### config.mk
export PLATFORM = sky130hd
export DESIGN_NAME = muldiv_sched_flat
export DESIGN_NICKNAME = d
export VERILOG_FILES = /design/src/rtl/muldiv_pkg.sv /design/src/rtl/muldiv_sched_if.sv /design/src/rtl/muldiv_sched_div_iter.sv /design/src/rtl/muldiv_sched.sv /design/src/flat_wrapper.sv
export SDC_FILE = /design/constraint.sdc
export NUM_CORES = 2
export LEC_CHECK = 0
export BUFFER_PORTS_ARGS = -buffer_cell sky130_fd_sc_hd__buf_2
export CORE_MARGIN = 10
export CORE_UTILIZATION = 60
export CTS_BUF_LIST = sky130_fd_sc_hd__clkbuf_16
export DETAILED_ROUTE_END_ITERATION = 6
export PLACE_DENSITY = 0.79
export SLEW_MARGIN = 20
export SYNTH_ARGS = -nofsm -noshare
export SYNTH_HDL_FRONTEND = slang
export SYNTH_SLANG_ARGS = --single-unit
### constraint.sdc
create_clock -name clk -period 8.8 [get_ports clk]
set_input_delay 0.44 -clock clk [delete_from_list [all_inputs] [get_ports clk]]
set_output_delay 0.44 -clock clk [all_outputs]
set_load 0.1 [all_outputs]
### src/rtl/muldiv_pkg.sv
// rtl/muldiv_pkg.sv - shared types and constants for the multiply/divide scheduler
package muldiv_pkg;

    typedef enum logic [1:0] {
        ST_IDLE = 2'd0,
        ST_MUL  = 2'd1,
        ST_DIV  = 2'd2,
        ST_DONE = 2'd3
    } state_t;

    localparam int SLOT_MASTER = 0;
    localparam int SLOT_SLAVE  = 1;

    localparam logic [7:0] ALUOP_MULT  = 8'h18;
    localparam logic [7:0] ALUOP_MULTU = 8'h19;
    localparam logic [7:0] ALUOP_DIV   = 8'h1a;
    localparam logic [7:0] ALUOP_DIVU  = 8'h1b;

    function automatic logic is_muldiv(input logic [7:0] op);
        return (op == ALUOP_MULT) || (op == ALUOP_MULTU) ||
               (op == ALUOP_DIV)  || (op == ALUOP_DIVU);
    endfunction

endpackage

### src/rtl/muldiv_sched_if.sv
// rtl/muldiv_sched_if.sv - request/result bundle between issue slots and the scheduler
interface muldiv_sched_if;

    logic [1:0]        req_valid;
    logic [1:0][7:0]   req_aluop;
    logic [1:0][31:0]  req_a;
    logic [1:0][31:0]  req_b;
    logic [1:0]        grant;
    logic [1:0]        stall;
    logic [1:0]        done;
    logic [31:0]       hi;
    logic [31:0]       lo;

    modport master (
        output req_valid, req_aluop, req_a, req_b,
        input  grant, stall, done, hi, lo
    );

    modport slave (
        input  req_valid, req_aluop, req_a, req_b,
        output grant, stall, done, hi, lo
    );

endinterface

### src/rtl/muldiv_sched_div_iter.sv
// rtl/muldiv_sched_div_iter.sv - unsigned restoring divider, one quotient bit per step
module div_iter #(
    parameter int STEPS  = 32,
    parameter int STEP_W = $clog2(STEPS)
) (
    input  logic              clk,
    input  logic              resetn,
    input  logic              start_i,
    input  logic              en_i,
    input  logic [31:0]       dividend_i,
    input  logic [31:0]       divisor_i,
    input  logic [STEP_W-1:0] step_i,
    output logic [31:0]       quotient_o,
    output logic [31:0]       remainder_o,
    output logic              last_o
);

    logic [31:0] quo_q;
    logic [31:0] rem_q;
    logic [31:0] dvs_q;
    logic [32:0] shifted;
    logic [33:0] diff;

    // Trial subtraction for the current step; outputs are the post-step values
    always_comb begin
        shifted = {rem_q, quo_q[31]};
        diff    = {1'b0, shifted} - {2'b00, dvs_q};
        if (diff[33]) begin
            remainder_o = shifted[31:0];
            quotient_o  = {quo_q[30:0], 1'b0};
        end else begin
            remainder_o = diff[31:0];
            quotient_o  = {quo_q[30:0], 1'b1};
        end
    end

    assign last_o = (step_i == STEP_W'(STEPS - 1));

    // Load operands on start, then commit one step per enabled cycle
    always_ff @(posedge clk) begin
        if (!resetn) begin
            quo_q <= '0;
            rem_q <= '0;
            dvs_q <= '0;
        end else if (start_i) begin
            quo_q <= dividend_i;
            rem_q <= '0;
            dvs_q <= divisor_i;
        end else if (en_i) begin
            quo_q <= quotient_o;
            rem_q <= remainder_o;
        end
    end

endmodule

### src/rtl/muldiv_sched.sv
// rtl/muldiv_sched.sv - shared HI/LO multiply/divide scheduler for two issue slots
module muldiv_sched
    import muldiv_pkg::*;
#(
    parameter int DIV_STEPS = 32
) (
    input  logic            clk,
    input  logic            resetn,
    input  logic            flush,
    muldiv_sched_if.slave   bus
);

    localparam int CNT_W = $clog2(DIV_STEPS);

    state_t            state_q, state_d;
    logic [1:0]        grant_q, grant_d;
    logic [CNT_W-1:0]  cnt_q, cnt_d;
    logic [31:0]       a_q, b_q, hi_q, lo_q;
    logic              mul_signed_q, neg_quo_q, neg_rem_q;

    logic              sel;
    logic [7:0]        sel_op;
    logic [31:0]       sel_a, sel_b, a_mag, b_mag;
    logic              sel_signed, sel_is_div, a_neg, b_neg, accept;
    logic [63:0]       mul_a, mul_b, prod;
    logic [31:0]       quo, rem, div_lo, div_hi;
    logic              div_last, load_mul, load_div;
    logic [1:0]        done_w;

    // Pick the oldest requesting slot and prepare magnitudes for the divider
    always_comb begin
        sel        = ~bus.req_valid[SLOT_MASTER];
        sel_op     = bus.req_aluop[sel];
        sel_a      = bus.req_a[sel];
        sel_b      = bus.req_b[sel];
        sel_signed = (sel_op == ALUOP_MULT) || (sel_op == ALUOP_DIV);
        sel_is_div = (sel_op == ALUOP_DIV) || (sel_op == ALUOP_DIVU);
        a_neg      = sel_signed & sel_a[31];
        b_neg      = sel_signed & sel_b[31];
        a_mag      = a_neg ? (~sel_a + 32'd1) : sel_a;
        b_mag      = b_neg ? (~sel_b + 32'd1) : sel_b;
        accept     = (state_q == ST_IDLE) && !flush && (|bus.req_valid) && is_muldiv(sel_op);
    end

    div_iter #(.STEPS(DIV_STEPS), .STEP_W(CNT_W)) u_div (
        .clk         (clk),
        .resetn      (resetn),
        .start_i     (accept & sel_is_div),
        .en_i        (state_q == ST_DIV),
        .dividend_i  (a_mag),
        .divisor_i   (b_mag),
        .step_i      (cnt_q),
        .quotient_o  (quo),
        .remainder_o (rem),
        .last_o      (div_last)
    );

    // Product in 64 bits: sign-extension of operands makes one multiplier serve both flavours
    always_comb begin
        mul_a  = {{32{mul_signed_q & a_q[31]}}, a_q};
        mul_b  = {{32{mul_signed_q & b_q[31]}}, b_q};
        prod   = mul_a * mul_b;
        div_lo = neg_quo_q ? (~quo + 32'd1) : quo;
        div_hi = neg_rem_q ? (~rem + 32'd1) : rem;
    end

    // Next-state and grant logic; flush drops any in-flight op back to IDLE
    always_comb begin
        state_d = state_q;
        grant_d = grant_q;
        cnt_d   = '0;
        case (state_q)
            ST_IDLE: begin
                if (accept) begin
                    state_d = sel_is_div ? ST_DIV : ST_MUL;
                    grant_d = sel ? 2'b10 : 2'b01;
                end
            end
            ST_MUL:  state_d = ST_DONE;
            ST_DIV: begin
                if (div_last) state_d = ST_DONE;
                else          cnt_d   = cnt_q + CNT_W'(1);
            end
            ST_DONE: begin
                state_d = ST_IDLE;
                grant_d = 2'b00;
            end
            default: begin
                state_d = ST_IDLE;
                grant_d = 2'b00;
            end
        endcase
        if (flush && (state_q != ST_IDLE)) begin
            state_d = ST_IDLE;
            grant_d = 2'b00;
            cnt_d   = '0;
        end
    end

    assign load_mul = (state_q == ST_MUL) && !flush;
    assign load_div = (state_q == ST_DIV) && div_last && !flush;

    // Control state register
    always_ff @(posedge clk) begin
        if (!resetn) begin
            state_q <= ST_IDLE;
            grant_q <= 2'b00;
            cnt_q   <= '0;
        end else begin
            state_q <= state_d;
            grant_q <= grant_d;
            cnt_q   <= cnt_d;
        end
    end

    // Operands and sign bookkeeping captured at acceptance only
    always_ff @(posedge clk) begin
        if (!resetn) begin
            a_q          <= '0;
            b_q          <= '0;
            mul_signed_q <= 1'b0;
            neg_quo_q    <= 1'b0;
            neg_rem_q    <= 1'b0;
        end else if (accept) begin
            a_q          <= sel_a;
            b_q          <= sel_b;
            mul_signed_q <= sel_signed;
            neg_quo_q    <= a_neg ^ b_neg;
            neg_rem_q    <= a_neg;
        end
    end

    // HI/LO update only on the edge that enters DONE
    always_ff @(posedge clk) begin
        if (!resetn) begin
            hi_q <= '0;
            lo_q <= '0;
        end else if (load_mul) begin
            hi_q <= prod[63:32];
            lo_q <= prod[31:0];
        end else if (load_div) begin
            hi_q <= div_hi;
            lo_q <= div_lo;
        end
    end

    assign done_w    = ((state_q == ST_DONE) && !flush && resetn) ? grant_q : 2'b00;
    assign bus.grant = grant_q;
    assign bus.done  = done_w;
    assign bus.stall = bus.req_valid & ~done_w;
    assign bus.hi    = hi_q;
    assign bus.lo    = lo_q;

endmodule
### src/flat_wrapper.sv
// flat-port wrapper written by rule: the top's interface ports become plain ports
module muldiv_sched_flat import muldiv_pkg::*;
#(
    parameter int DIV_STEPS = 32
)
  (clk, resetn, flush, bus_req_valid, bus_req_aluop, bus_req_a, bus_req_b, bus_grant, bus_stall, bus_done, bus_hi, bus_lo);
  muldiv_sched_if bus_i ();
  input  logic clk;
  input  logic resetn;
  input  logic flush;
  input wire logic [$bits(bus_i.req_valid)-1:0] bus_req_valid;
  input wire logic [$bits(bus_i.req_aluop)-1:0] bus_req_aluop;
  input wire logic [$bits(bus_i.req_a)-1:0] bus_req_a;
  input wire logic [$bits(bus_i.req_b)-1:0] bus_req_b;
  output wire logic [$bits(bus_i.grant)-1:0] bus_grant;
  output wire logic [$bits(bus_i.stall)-1:0] bus_stall;
  output wire logic [$bits(bus_i.done)-1:0] bus_done;
  output wire logic [$bits(bus_i.hi)-1:0] bus_hi;
  output wire logic [$bits(bus_i.lo)-1:0] bus_lo;
  assign bus_i.req_valid = bus_req_valid;
  assign bus_i.req_aluop = bus_req_aluop;
  assign bus_i.req_a = bus_req_a;
  assign bus_i.req_b = bus_req_b;
  assign bus_grant = bus_i.grant;
  assign bus_stall = bus_i.stall;
  assign bus_done = bus_i.done;
  assign bus_hi = bus_i.hi;
  assign bus_lo = bus_i.lo;
  muldiv_sched #(.DIV_STEPS(DIV_STEPS)) u_core (.clk(clk), .resetn(resetn), .flush(flush), .bus(bus_i));
endmodule
==> metrics.yaml <==
power:
  total_power_mw: 7.078
  power_density_mw_per_mm2: 125.5
  vdd_drop_max_uv: 418.9
  power_leakage_nw: 26.90
logic_synthesis:
  yosysTopAreaCell: "fa_1"
  ys_types: 93
  synth-edff-count: 0
  synth_area_leaders: "fa_1 43%, dfxtp_1 8.9%, inv_1 8.3%"
  synth_area_mm2: 0.05283
  syn_avg_cell_area_um2: 8.725
  yosysWarnings: 0
  synth_ff_type: "dfxtp_1"
  synth-seq-cells: 236
  syn_inst: 6055
  synth.top_cell.area_share_pct: 42.67
  ys_seq_area_share_pct: 8.943
  synth_most_common_cell: "inv_1"
  ys_async_sr_fraction_pct: 0
  syn_nets: 7584
  synth_common_cells: "1173 x inv_1, 1126 x fa_1, 810 x nand2_1"
cts:
  cts.clk_slew.worst_paths_ns: 0.07
  cts_sinks: 236
  tritoncts: "done"
  cts_root_buf: "clkbuf_16"
  insertion_delay_ns: 0.59
  max-clock-path-buffers: 3
  numCtsBuffers: 28
  htree_levels: 1
sta:
  final-hold-violation-count: 0
  skew_ns: 0.01656
  fin_crit_sh_pct: 96.22
  fin_crit_ns: 8.467
  slew_violations: 0
  slew_headroom_pct: 19.42
  finalSetupViolations: 0
  finalSetupTns_ns: 0
  rsz0062_at_grt: "false"
  worst_pin_slew_ns: 1.175
  fmax_mhz: 118.1
drt:
  num_vias: 43070
  wl_mm: 157.4
  firstDrtPassIters: 6
  avgRoutedWirePerCell_um: 21.56
  drt_iter0_drc: 3960
  antenna_left: 0
  viasPerCell: 5.900
  drc: 0
setup_path:
  endpoint_kind: "register"
  r2r_slack_ns: 0.33
  cp_common_cell: "fa_1"
  worstPathArrival_ns: 8.97
  r2r_end: "u_core.bus.hi[26]$_SDFFE_PN0P_"
  crit_required_ns: 9.30
  path_class: "register to register"
  worstReg2RegStart: "u_core.a_q[6]$_SDFFE_PN0P_"
  cp_slowest_cell: "dfxtp_1"
  cp-start-kind: "register"
  worst-path-max-fanout: 13
  r2r_cells: 28
  cp_slowest_stage_delay_ns: 0.81
global_routing:
  grt_usage_pct: 32.14
  antenna_found_initial: 1
  grt_pass1_wl_mm: 253.0
  gr-total-overflow: 0
  grt_max_degree: 134
  grt_pass1_vias: 46270
floorplan:
  die_y_um: 316.7
  core.rowCount: 108
  num_io_pins: 219
  core_mm2: 0.08702
  dieArea_mm2: 0.1003
  die_w_um: 316.7
  initial_core_util_pct: 60.70
min_path:
  hold_depth: 3
  hp-start: "bus_req_b[35]"
  hold_path_class: "input pin to register"
  min_to: "u_core.b_q[3]$_SDFFE_PN0P_"
final_layout:
  area_growth_pct: 6.774
  drive_gt1_share_pct: 8.290
  nNetsFinal: 7647
outcome:
  status: "complete, no violations"
place:
  hpwl_mm: 131.6
  routabilityCongestion: 0.9976
  port_buffers: 218
run:
  drv_cap: 0
routing by layer:
| layer | up-vias | track usage (%) | wire, um | share of wire, % |
|---|---|---|---|---|
| met5 | - | 0 | 0 | 0 |
| met2 | 2141 | 54.14 | 76020 | 48 |
| met4 | 0 | 17.81 | 10760 | 6.8 |
| li1 | 18830 | - | - | - |
| met3 | 552 | 5.693 | 13680 | 8.7 |
| met1 | 21540 | 38.93 | 56940 | 36 |
flip-flops by register name, indices dropped and copies added, names as in the netlist:
signal / cells
u_core.u_div.quo_q: 32
u_core.neg_rem_q: 1
u_core.cnt_q: 5
u_core.bus.grant: 2
u_core.mul_signed_q: 1
u_core.bus.hi: 32
u_core.state_q: 2
u_core.bus.lo: 32
u_core.u_div.rem_q: 32
u_core.neg_quo_q: 1
u_core.u_div.dvs_q: 32
u_core.a_q: 32
u_core.b_q: 32
area by class of cell:
type / instances / area (um2)
fill: 7215 / 30620
inverter: 1176 / 4419
tap: 1155 / 1445
timing repair buffer: 384 / 2434
clock buffer: 29 / 725.7
clock inverter: 23 / 234.0
sequential: 236 / 4748
multi-input combinational: 4292 / 42390
antenna: 4 / 10.01
layout by cell type (no fill, tap or decap), types with 149 or more instances in the layout:
master and count:
a211oi_1 149, a21oi_1 199, and2_1 376, buf_2 217, buf_4 156, dfxtp_1 217, fa_1 1126, ha_1 253
inv_1 1174, nand2_1 809, nor2_1 336
how the worst max path moves through the flow:
stage	endpoint	cells past startpoint	start	slack, ns
final	u_core.bus.hi[26]$_SDFFE_PN0P_	28	u_core.a_q[6]$_SDFFE_PN0P_	0.33
after global placement	u_core.bus.hi[26]$_SDFFE_PN0P_	28	u_core.a_q[11]$_SDFFE_PN0P_	0.12
after CTS	u_core.bus.hi[26]$_SDFFE_PN0P_	28	u_core.a_q[15]$_SDFFE_PN0P_	0.004
after floorplan	u_core.bus.hi[31]$_SDFFE_PN0P_	27	u_core.b_q[6]$_SDFFE_PN0P_	1.12
after detailed placement	u_core.bus.hi[26]$_SDFFE_PN0P_	28	u_core.a_q[11]$_SDFFE_PN0P_	0.05
after global routing	u_core.bus.hi[26]$_SDFFE_PN0P_	28	u_core.a_q[11]$_SDFFE_PN0P_	0.01
power by group:
group | internal, mW | leakage (nW) | total, mW | switching [mW]
Clock | 0.718 | 0.460 | 1.27 | 0.552
Sequential | 1.14 | 1.92 | 1.24 | 0.104
Combinational | 1.52 | 24.5 | 4.56 | 3.04
metrics by stage:
step | setup slack [ns] | util, % | cells | cell area [um2] | hold WS, ns
after CTS | 0.004454 | 64.73 | 7295 | 56330 | 0.3502
after global placement | 0.1239 | 63.62 | 7243 | 55370 | 0.4323
after global routing | 0.01385 | 64.80 | 7295 | 56400 | 0.3819
after floorplan | 1.124 | - | 6055 | 52830 | 0.4176
final | 0.3328 | 64.82 | 7299 | 56410 | 0.3403
after detailed placement | 0.04592 | 63.63 | 7243 | 55370 | 0.4419
kinds of logic after synthesis:
kind of cell | count (synthesis) | share of synthesized area, %
compound gates | 761 | 9.607
xor+xnor | 191 | 3.167
fa+ha+maj | 1380 | 48.69
buf+inv | 1527 | 10.94
flops | 236 | 8.943
mux | 133 | 2.530
simple gates | 1827 | 16.13
what timing repair did:
action | in CTS | in global routing
resized for setup | 1 | 27
setup buffers | 0 | 0
pin swaps | 0 | 0
endpoints found under the setup margin | 1 | 20
hold buffers | 0 | 0
worst max-delay path, delay by kind of cell, from the launching register on:
kind	cells	cell delay, ns
AO/OA/AOI/OAI	8	1.91
XOR/XNOR	1	0.23
adder cells (fa/ha/maj)	9	4.28
buffers and inverters	7	0.76
flip-flops	1	0.81
AND/OR/NAND/NOR	3	0.39
(Power assumes the default switching activity.)
